### config.mk
export PLATFORM = sky130hd
export DESIGN_NAME = mem_arbiter_flat
export DESIGN_NICKNAME = d
export VERILOG_FILES = /design/src/rtl/mem_arbiter_if.sv /design/src/rtl/mem_arbiter.sv /design/src/flat_wrapper.sv
export SDC_FILE = /design/constraint.sdc
export NUM_CORES = 1
export LEC_CHECK = 0
export ABC_AREA = 1
export CAP_MARGIN = 15
export CORE_MARGIN = 8
export CORE_UTILIZATION = 37
export CTS_BUF_LIST = sky130_fd_sc_hd__clkbuf_2 sky130_fd_sc_hd__clkbuf_4 sky130_fd_sc_hd__clkbuf_8
export DETAILED_ROUTE_END_ITERATION = 8
export PLACE_DENSITY = 0.85
export SETUP_SLACK_MARGIN = 0.2
export SKIP_LAST_GASP = 1
export SYNTH_ARGS = -nofsm -noshare
export SYNTH_HDL_FRONTEND = slang
export SYNTH_SLANG_ARGS = --single-unit
### constraint.sdc
create_clock -name CLK -period 1.35 [get_ports CLK]
set_input_delay 0.27 -clock CLK [delete_from_list [all_inputs] [get_ports CLK]]
set_output_delay 0.27 -clock CLK [all_outputs]
set_load 0.005 [all_outputs]
### src/rtl/mem_arbiter_if.sv
// Bundles the two requester ports and the RAM port of mem_arbiter.
// The slave modport is the arbiter's view; master is the environment driving requests and RAM status.
interface mem_arbiter_if #(
    parameter int AW = 32
);
    logic          r0_REN;
    logic          r0_WEN;
    logic [AW-1:0] r0_addr;
    logic [31:0]   r0_store;
    logic          r0_done;
    logic          r0_err;
    logic [31:0]   r0_load;

    logic          r1_REN;
    logic          r1_WEN;
    logic [AW-1:0] r1_addr;
    logic [31:0]   r1_store;
    logic          r1_done;
    logic          r1_err;
    logic [31:0]   r1_load;

    logic          ramREN;
    logic          ramWEN;
    logic [AW-1:0] ramaddr;
    logic [31:0]   ramstore;
    logic [31:0]   ramload;
    logic [1:0]    ramstate;

    logic          busy;

    modport slave (
        input  r0_REN, r0_WEN, r0_addr, r0_store,
        input  r1_REN, r1_WEN, r1_addr, r1_store,
        input  ramload, ramstate,
        output r0_done, r0_err, r0_load,
        output r1_done, r1_err, r1_load,
        output ramREN, ramWEN, ramaddr, ramstore,
        output busy
    );

    modport master (
        output r0_REN, r0_WEN, r0_addr, r0_store,
        output r1_REN, r1_WEN, r1_addr, r1_store,
        output ramload, ramstate,
        input  r0_done, r0_err, r0_load,
        input  r1_done, r1_err, r1_load,
        input  ramREN, ramWEN, ramaddr, ramstore,
        input  busy
    );
endinterface

### src/rtl/mem_arbiter.sv
// Two-requester round-robin arbiter in front of a single RAM port, with per-access timeout.
// Handshake: rN_REN/rN_WEN are held until a one-cycle rN_done or rN_err pulse; the RAM sees one request at a time.
module mem_arbiter #(
    parameter int TIMEOUT = 16,
    parameter int AW      = 32
) (
    input  logic           CLK,
    input  logic           rst,
    mem_arbiter_if.slave   bus,
    output logic [1:0]     dbg_state
);
    typedef enum logic [1:0] {S_IDLE, S_GRANT, S_DONE} state_t;

    localparam logic [1:0] RS_ACCESS = 2'b10;
    localparam logic [1:0] RS_ERROR  = 2'b11;
    localparam int         CW        = $clog2(TIMEOUT) + 1;
    localparam logic [CW-1:0] CNT_LAST = CW'(TIMEOUT - 1);

    state_t        state_q, state_d;
    logic          gnt_q, gnt_d;
    logic          last_q, last_d;
    logic          wen_q, wen_d;
    logic [CW-1:0] cnt_q, cnt_d;
    logic [AW-1:0] addr_q, addr_d;
    logic [31:0]   store_q, store_d;
    logic [31:0]   load_q, load_d;

    logic v0, v1, win, granted, access, abort, err_now;

    always_comb begin
        v0      = bus.r0_REN | bus.r0_WEN;
        v1      = bus.r1_REN | bus.r1_WEN;
        win     = (v0 && v1) ? ~last_q : v1;
        granted = (state_q == S_GRANT);
        access  = (bus.ramstate == RS_ACCESS);
        // ACCESS wins over a timeout landing on the same cycle
        abort   = granted && !access && ((bus.ramstate == RS_ERROR) || (cnt_q == CNT_LAST));
        err_now = abort && !rst;
    end

    always_comb begin
        state_d = state_q;
        gnt_d   = gnt_q;
        last_d  = last_q;
        wen_d   = wen_q;
        cnt_d   = cnt_q;
        addr_d  = addr_q;
        store_d = store_q;
        load_d  = load_q;
        case (state_q)
            S_IDLE: begin
                if (v0 || v1) begin
                    gnt_d   = win;
                    addr_d  = win ? bus.r1_addr  : bus.r0_addr;
                    store_d = win ? bus.r1_store : bus.r0_store;
                    wen_d   = win ? bus.r1_WEN   : bus.r0_WEN;
                    cnt_d   = '0;
                    load_d  = '0;
                    state_d = S_GRANT;
                end
            end
            S_GRANT: begin
                if (access) begin
                    if (!wen_q) load_d = bus.ramload;
                    last_d  = gnt_q;
                    state_d = S_DONE;
                end else if (abort) begin
                    last_d  = gnt_q;
                    state_d = S_IDLE;
                end else begin
                    cnt_d = cnt_q + 1'b1;
                end
            end
            S_DONE:  state_d = S_IDLE;
            default: state_d = S_IDLE;
        endcase
    end

    always_ff @(posedge CLK) begin
        if (rst) begin
            state_q <= S_IDLE;
            gnt_q   <= 1'b0;
            last_q  <= 1'b1;
            wen_q   <= 1'b0;
            cnt_q   <= '0;
            addr_q  <= '0;
            store_q <= '0;
            load_q  <= '0;
        end else begin
            state_q <= state_d;
            gnt_q   <= gnt_d;
            last_q  <= last_d;
            wen_q   <= wen_d;
            cnt_q   <= cnt_d;
            addr_q  <= addr_d;
            store_q <= store_d;
            load_q  <= load_d;
        end
    end

    assign bus.ramREN   = granted & ~wen_q;
    assign bus.ramWEN   = granted & wen_q;
    assign bus.ramaddr  = granted ? addr_q  : '0;
    assign bus.ramstore = granted ? store_q : '0;

    assign bus.r0_done  = (state_q == S_DONE) & ~gnt_q;
    assign bus.r1_done  = (state_q == S_DONE) & gnt_q;
    assign bus.r0_load  = bus.r0_done ? load_q : '0;
    assign bus.r1_load  = bus.r1_done ? load_q : '0;
    assign bus.r0_err   = err_now & ~gnt_q;
    assign bus.r1_err   = err_now & gnt_q;

    assign bus.busy     = (state_q != S_IDLE);
    assign dbg_state    = state_q;
endmodule

### src/flat_wrapper.sv
// flat-port wrapper written by rule: the top's interface ports become plain ports
module mem_arbiter_flat 
#(
    parameter int TIMEOUT = 16,
    parameter int AW      = 32
)
  (CLK, rst, dbg_state, bus_r0_REN, bus_r0_WEN, bus_r0_addr, bus_r0_store, bus_r1_REN, bus_r1_WEN, bus_r1_addr, bus_r1_store, bus_ramload, bus_ramstate, bus_r0_done, bus_r0_err, bus_r0_load, bus_r1_done, bus_r1_err, bus_r1_load, bus_ramREN, bus_ramWEN, bus_ramaddr, bus_ramstore, bus_busy);
  mem_arbiter_if #(.AW(AW)) bus_i ();
  input  logic CLK;
  input  logic rst;
  output logic [1:0] dbg_state;
  input wire logic [$bits(bus_i.r0_REN)-1:0] bus_r0_REN;
  input wire logic [$bits(bus_i.r0_WEN)-1:0] bus_r0_WEN;
  input wire logic [$bits(bus_i.r0_addr)-1:0] bus_r0_addr;
  input wire logic [$bits(bus_i.r0_store)-1:0] bus_r0_store;
  input wire logic [$bits(bus_i.r1_REN)-1:0] bus_r1_REN;
  input wire logic [$bits(bus_i.r1_WEN)-1:0] bus_r1_WEN;
  input wire logic [$bits(bus_i.r1_addr)-1:0] bus_r1_addr;
  input wire logic [$bits(bus_i.r1_store)-1:0] bus_r1_store;
  input wire logic [$bits(bus_i.ramload)-1:0] bus_ramload;
  input wire logic [$bits(bus_i.ramstate)-1:0] bus_ramstate;
  output wire logic [$bits(bus_i.r0_done)-1:0] bus_r0_done;
  output wire logic [$bits(bus_i.r0_err)-1:0] bus_r0_err;
  output wire logic [$bits(bus_i.r0_load)-1:0] bus_r0_load;
  output wire logic [$bits(bus_i.r1_done)-1:0] bus_r1_done;
  output wire logic [$bits(bus_i.r1_err)-1:0] bus_r1_err;
  output wire logic [$bits(bus_i.r1_load)-1:0] bus_r1_load;
  output wire logic [$bits(bus_i.ramREN)-1:0] bus_ramREN;
  output wire logic [$bits(bus_i.ramWEN)-1:0] bus_ramWEN;
  output wire logic [$bits(bus_i.ramaddr)-1:0] bus_ramaddr;
  output wire logic [$bits(bus_i.ramstore)-1:0] bus_ramstore;
  output wire logic [$bits(bus_i.busy)-1:0] bus_busy;
  assign bus_i.r0_REN = bus_r0_REN;
  assign bus_i.r0_WEN = bus_r0_WEN;
  assign bus_i.r0_addr = bus_r0_addr;
  assign bus_i.r0_store = bus_r0_store;
  assign bus_i.r1_REN = bus_r1_REN;
  assign bus_i.r1_WEN = bus_r1_WEN;
  assign bus_i.r1_addr = bus_r1_addr;
  assign bus_i.r1_store = bus_r1_store;
  assign bus_i.ramload = bus_ramload;
  assign bus_i.ramstate = bus_ramstate;
  assign bus_r0_done = bus_i.r0_done;
  assign bus_r0_err = bus_i.r0_err;
  assign bus_r0_load = bus_i.r0_load;
  assign bus_r1_done = bus_i.r1_done;
  assign bus_r1_err = bus_i.r1_err;
  assign bus_r1_load = bus_i.r1_load;
  assign bus_ramREN = bus_i.ramREN;
  assign bus_ramWEN = bus_i.ramWEN;
  assign bus_ramaddr = bus_i.ramaddr;
  assign bus_ramstore = bus_i.ramstore;
  assign bus_busy = bus_i.busy;
  mem_arbiter #(.TIMEOUT(TIMEOUT), .AW(AW)) u_core (.CLK(CLK), .rst(rst), .bus(bus_i), .dbg_state(dbg_state));
endmodule
### Word level (Yosys, flattened, before mapping)

Index checks and enable logic that the tools add are counted.

* flip-flop bits (word level): 106
* bits in latches: 0
* bits in writable memories: 0
* memory bits (read-only): 0
* bits of input ports: 168
* memories kept: 0

* add/sub/neg operators: 1
* multiply operators: 0
* div/mod/pow operators: 0
* order comparisons: 0
* equal/unequal tests: 11
* shift operators: 0
* muxes and demuxes: 22
* bitwise logic cells: 11
* reduce and logical (&&, ||, !) cells: 17

Operators with widths (count)
* $mux W32: 9
* $pmux W32 S2: 1
* $mux W5: 3
* $pmux W5 S2: 1
* $ne A2 B2 Y1 const B: 4
* $reduce_and A4 Y1: 2
* $and A1 B1 Y1: 6
* $eq A2 B2 Y1 const B: 3
* $mux W2: 3
* $reduce_and A2 Y1: 3
* $reduce_bool A2 Y1: 3
* $add A5 B1 Y5 const B: 1
* $eq A5 B4 Y1 const B: 1
* $logic_and A1 B1 Y1: 4
* $mux W1: 4
* $pmux W2 S2: 1
* $ne A3 B3 Y1 const B: 1
* $not A1 Y1: 3
* $eq A2 B1 Y1 const B: 1
* $logic_not A1 Y1: 2
* $logic_not A2 Y1: 1
* $logic_or A1 B1 Y1: 2
* $ne A2 B1 Y1 const B: 1
* $or A1 B1 Y1: 2

### Logic depth before layout (Yosys ltp)

* word-level depth: 7
* mapped depth: 10
* gate-level depth less buffers: 10

### Least setup slack after synthesis

Ideal clock, no wire load.

* path type: reg2out
* from: register u_core.state_q[1], in the netlist u_core.dbg_state[1]
* to: output bus_r1_load[10]
* arrival time: 1180 ps
* required time: 1080 ps
* setup slack: -100 ps
* cell stages (with the launch flop): 6
* path buffers: 1
* path through: dfxtp_1 > inv_1 > nor3_1 > inv_1 > clkbuf_1 > nor2_1

* word-level cells in the longest chain between the ends: 3

Ends and longest elaborated chain
* start: declaration: line mem_arbiter.sv:19 `state_t state_q, state_d;`
* start signal: assignment: line mem_arbiter.sv:90 `state_q <= state_d;`
* $eq A2 B2 Y1: line mem_arbiter.sv:107 `assign bus.r1_done = (state_q == S_DONE) & gnt_q;`
* $and A1 B1 Y1: line mem_arbiter.sv:107
* net bus_r1_done: line flat_wrapper.sv:25 `output wire logic [$bits(bus_i.r1_done)-1:0] bus_r1_done;`
* $mux W32: line mem_arbiter.sv:109 `assign bus.r1_load = bus.r1_done ? load_q : '0;`
* end: declaration: line flat_wrapper.sv:27 `output wire logic [$bits(bus_i.r1_load)-1:0] bus_r1_load;`

The timed path passes the listed nets, and every way through them passes these cells.

### Final worst setup path

* from: register u_core.state_q[0], in the netlist u_core.dbg_state[0]
* to: output bus_r1_load[0]

* word-level cells in the longest chain between the ends: 3

Ends and longest elaborated chain (line)
* $eq A2 B2 Y1: mem_arbiter.sv:107
* $and A1 B1 Y1: mem_arbiter.sv:107
* $mux W32: mem_arbiter.sv:109

Every way passes these cells.

==> out/metrics.cfg <==
[clock_network]
clk_latency_ns = 0.38
cts_max_level = 3
cts_tree = done
clkTransAtPathRegs_ns = 0.11
cts_made_buffers = 9
clockRootBuffer = clkbuf_8
clockBufferDepth = 2
holdBufCountCts = 0
cts_num_sinks = 106

[grt]
met3_usage = 0.0705
grt_pass1_vias = 7701
grt_use_total = 0.241
antenna_found_initial = 0
use_met1 = 0.239
grt_max_degree = 70
use_met2 = 0.446
overflow = 0
grt_busiest_layer = met2
grt_pass1_wl_mm = 38.9

[synth]
netlist_top_cells_area = dfxtp_1 36%, nand2_1 18%, nor2_1 14%, inv_1 13%, a21oi_1 6.7%
syn_nets = 1210
syn_area_um2 = 5940
synthCells = 1040
synth_edf_count = 0
synthArstFlopShare = 0
syn_area_per_cell_um2 = 5.71
ys.flop_type = dfxtp_1
ys_types = 18
synth_most_common_cell = nand2_1
synth_top_area_share = 0.357
synth_commonest_cells = 277 x nand2_1, 220 x nor2_1, 201 x inv_1, 106 x dfxtp_1, 79 x a21oi_1
synth-seq-area-share = 0.357
yosysWarnings = 0
synth_top_cell_by_area = dfxtp_1
synth-seq-cells = 106

[route]
routedWlPerCell_um = 18.3
wl_mm = 29.9
ant_nets = 0
vias = 8153
route.detailed.drc = 0
vias_per_cell = 4.98
drt_iter0_markers = 413
first_pass_iters = 5

[placed_design]
dp_hpwl_mm = 16.5
place_congestion = 0.832
io_buffers = 304
dpl.cell_count = 1534

[power_and_ir_drop]
p_leak_nw = 5.89
peakVddDrop_mv = 0.673
power.total_mw = 10.3
power.density_nw_per_um2 = 861

[worst_setup_path]
cp-endpoint = bus_r1_load[0]
crit_path_end_kind = output pin
start_kind = flip-flop
cp_data_required_time_ns = 1.08
reg2reg_to = u_core.load_q[13]$_SDFFE_PP0P_
crit_path_max_fanout = 8
rrSetupSlack_ns = -0.70
crit_start = u_core.dbg_state[0]$_SDFFE_PP0P_
worstPathArrival_ns = 1.79
crit_type = flip-flop to output pin
r2r_start = u_core.dbg_state[0]$_SDFFE_PP0P_
r2r_cells = 14

[floorplanning]
dieArea_um2 = 20400
die_h_um = 143
num_rows = 46
core_um2 = 15800
start_util = 0.377
ios = 305
die_width_um = 143

[final_layout]
fin_cells = 1637
nNetsFinal = 1586
layout-drive-gt1-share = 0.342
diodes = 0
layout-area-overhead-vs-synth_pct = 102

[sta]
period_needed_ns = 2.06
fin_skew_ns = 0.0120
drv_slew = 0
slew_headroom = 0.458
max_slew.worst_pin.slew_ns = 0.813
hold_viol_final = 0
final.setup.worst_slack_ns = -0.711
min_period_over_period = 1.53
rsz0062_at_grt = true
clock.fmax_mhz = 485
setup_viol = 241

[run]
drv_cap = 0

[min_path]
min_path_cells = 2
hold_class = flip-flop to flip-flop

[outcome]
status = complete, but fails checks
violations = negative setup slack

## kinds of logic after synthesis
| family | share of synthesized area |
|---|---|
| AOI/OAI and AO/OA | 0.0720 |
| adders and majority gates | 0.00421 |
| buffers and inverters | 0.181 |
| DFF | 0.357 |
| and+or+nand+nor | 0.386 |
## metal layers
layer / up-vias / wire length, um
met3: 115 / 3080
met4: 0 / 1450
met1: 3731 / 10500
met5: - / 0
li1: 3804 / -
met2: 503 / 14900
## power by group
group	internal, mW	leakage [nW]	switching, mW
Sequential	3.49	0.882	0.141
Combinational	2.15	4.89	2.33
Clock	1.08	0.116	1.14
## area by class of cell
type                    count  area (um2)
repair buffers            428        4550
inverters                 204         788
fillers                  1041        3770
clock buffers              10         138
flip-flops and latches    106        2140
clock inverters             6        80.1
multi-input cells         667        4040
well taps                 216         270
## flip-flops by register name, summed over array words and instances (netlist names)
signal and cells:
u_core.addr_q 32, u_core.cnt_q 5, u_core.dbg_state 2, u_core.gnt_q 1
u_core.last_q 1, u_core.load_q 32, u_core.store_q 32, u_core.wen_q 1
## worst min path at each step
stage                                    to  slack, ns                         start
2_1_floorplan     u_core.wen_q$_SDFFE_PP0P_       0.43                    bus_r0_WEN
3_3_place_gp   u_core.cnt_q[4]$_SDFFE_PP0P_       0.45  u_core.cnt_q[4]$_SDFFE_PP0P_
3_5_place_dp   u_core.cnt_q[4]$_SDFFE_PP0P_       0.46  u_core.cnt_q[4]$_SDFFE_PP0P_
4_1_cts          u_core.last_q$_SDFFE_PP1P_       0.45                           rst
5_1_grt        u_core.cnt_q[4]$_SDFFE_PP0P_       0.49  u_core.cnt_q[4]$_SDFFE_PP0P_
6_report       u_core.cnt_q[4]$_SDFFE_PP0P_       0.49  u_core.cnt_q[4]$_SDFFE_PP0P_
## critical path, cell delays in order, from the launching register on
cell and delay [ns]:
dfxtp_4 0.36, buf_6 0.12, buf_6 0.11, nor3_4 0.15, inv_2 0.09, buf_6 0.15, buf_12 0.16, nor2_1 0.11
buf_2 0.15
## metrics by stage
stage                util  TNS [ns]  setup slack [ns]  instance area, um2  hold WS, ns
finish              0.761   -108.68            -0.711               12000        0.488
floorplan               -         0            0.0171                6680        0.434
CTS                 0.683   -103.56            -0.673               10800        0.447
global placement    0.629    -92.90            -0.554                9910        0.448
global route        0.761   -120.66            -0.768               12000        0.489
detailed placement  0.629    -98.56            -0.604                9910        0.465
## cell usage in the layout (no fill, tap or decap), types with 3 or more instances in the layout
cell type	count
clkinv_2	4
nor2_2	15
nand3_2	23
dfxtp_4	3
a21oi_1	60
clkbuf_16	9
buf_4	35
nand2_8	4
buf_8	7
nand2_2	15
buf_2	67
nor2_1	102
buf_6	69
nor2_4	104
dfxtp_1	101
buf_12	29
nand3_4	3
clkbuf_8	10
clkdlybuf4s50_1	166
clkbuf_2	20
inv_1	192
inv_2	8
nand3_1	48
o21ai_0	3
nand2_1	249
buf_16	13
dlygate4sd2_1	11
nand2_4	13
a21oi_2	17
## what timing repair did
item                                    4_1_cts  5_1_grt
pin swaps                                    15       31
gates resized for setup                     555      264
gates cloned                                 12       12
setup buffers                                41       22
endpoints found under the setup margin      242      243
Power figures use the tool's default switching activity.
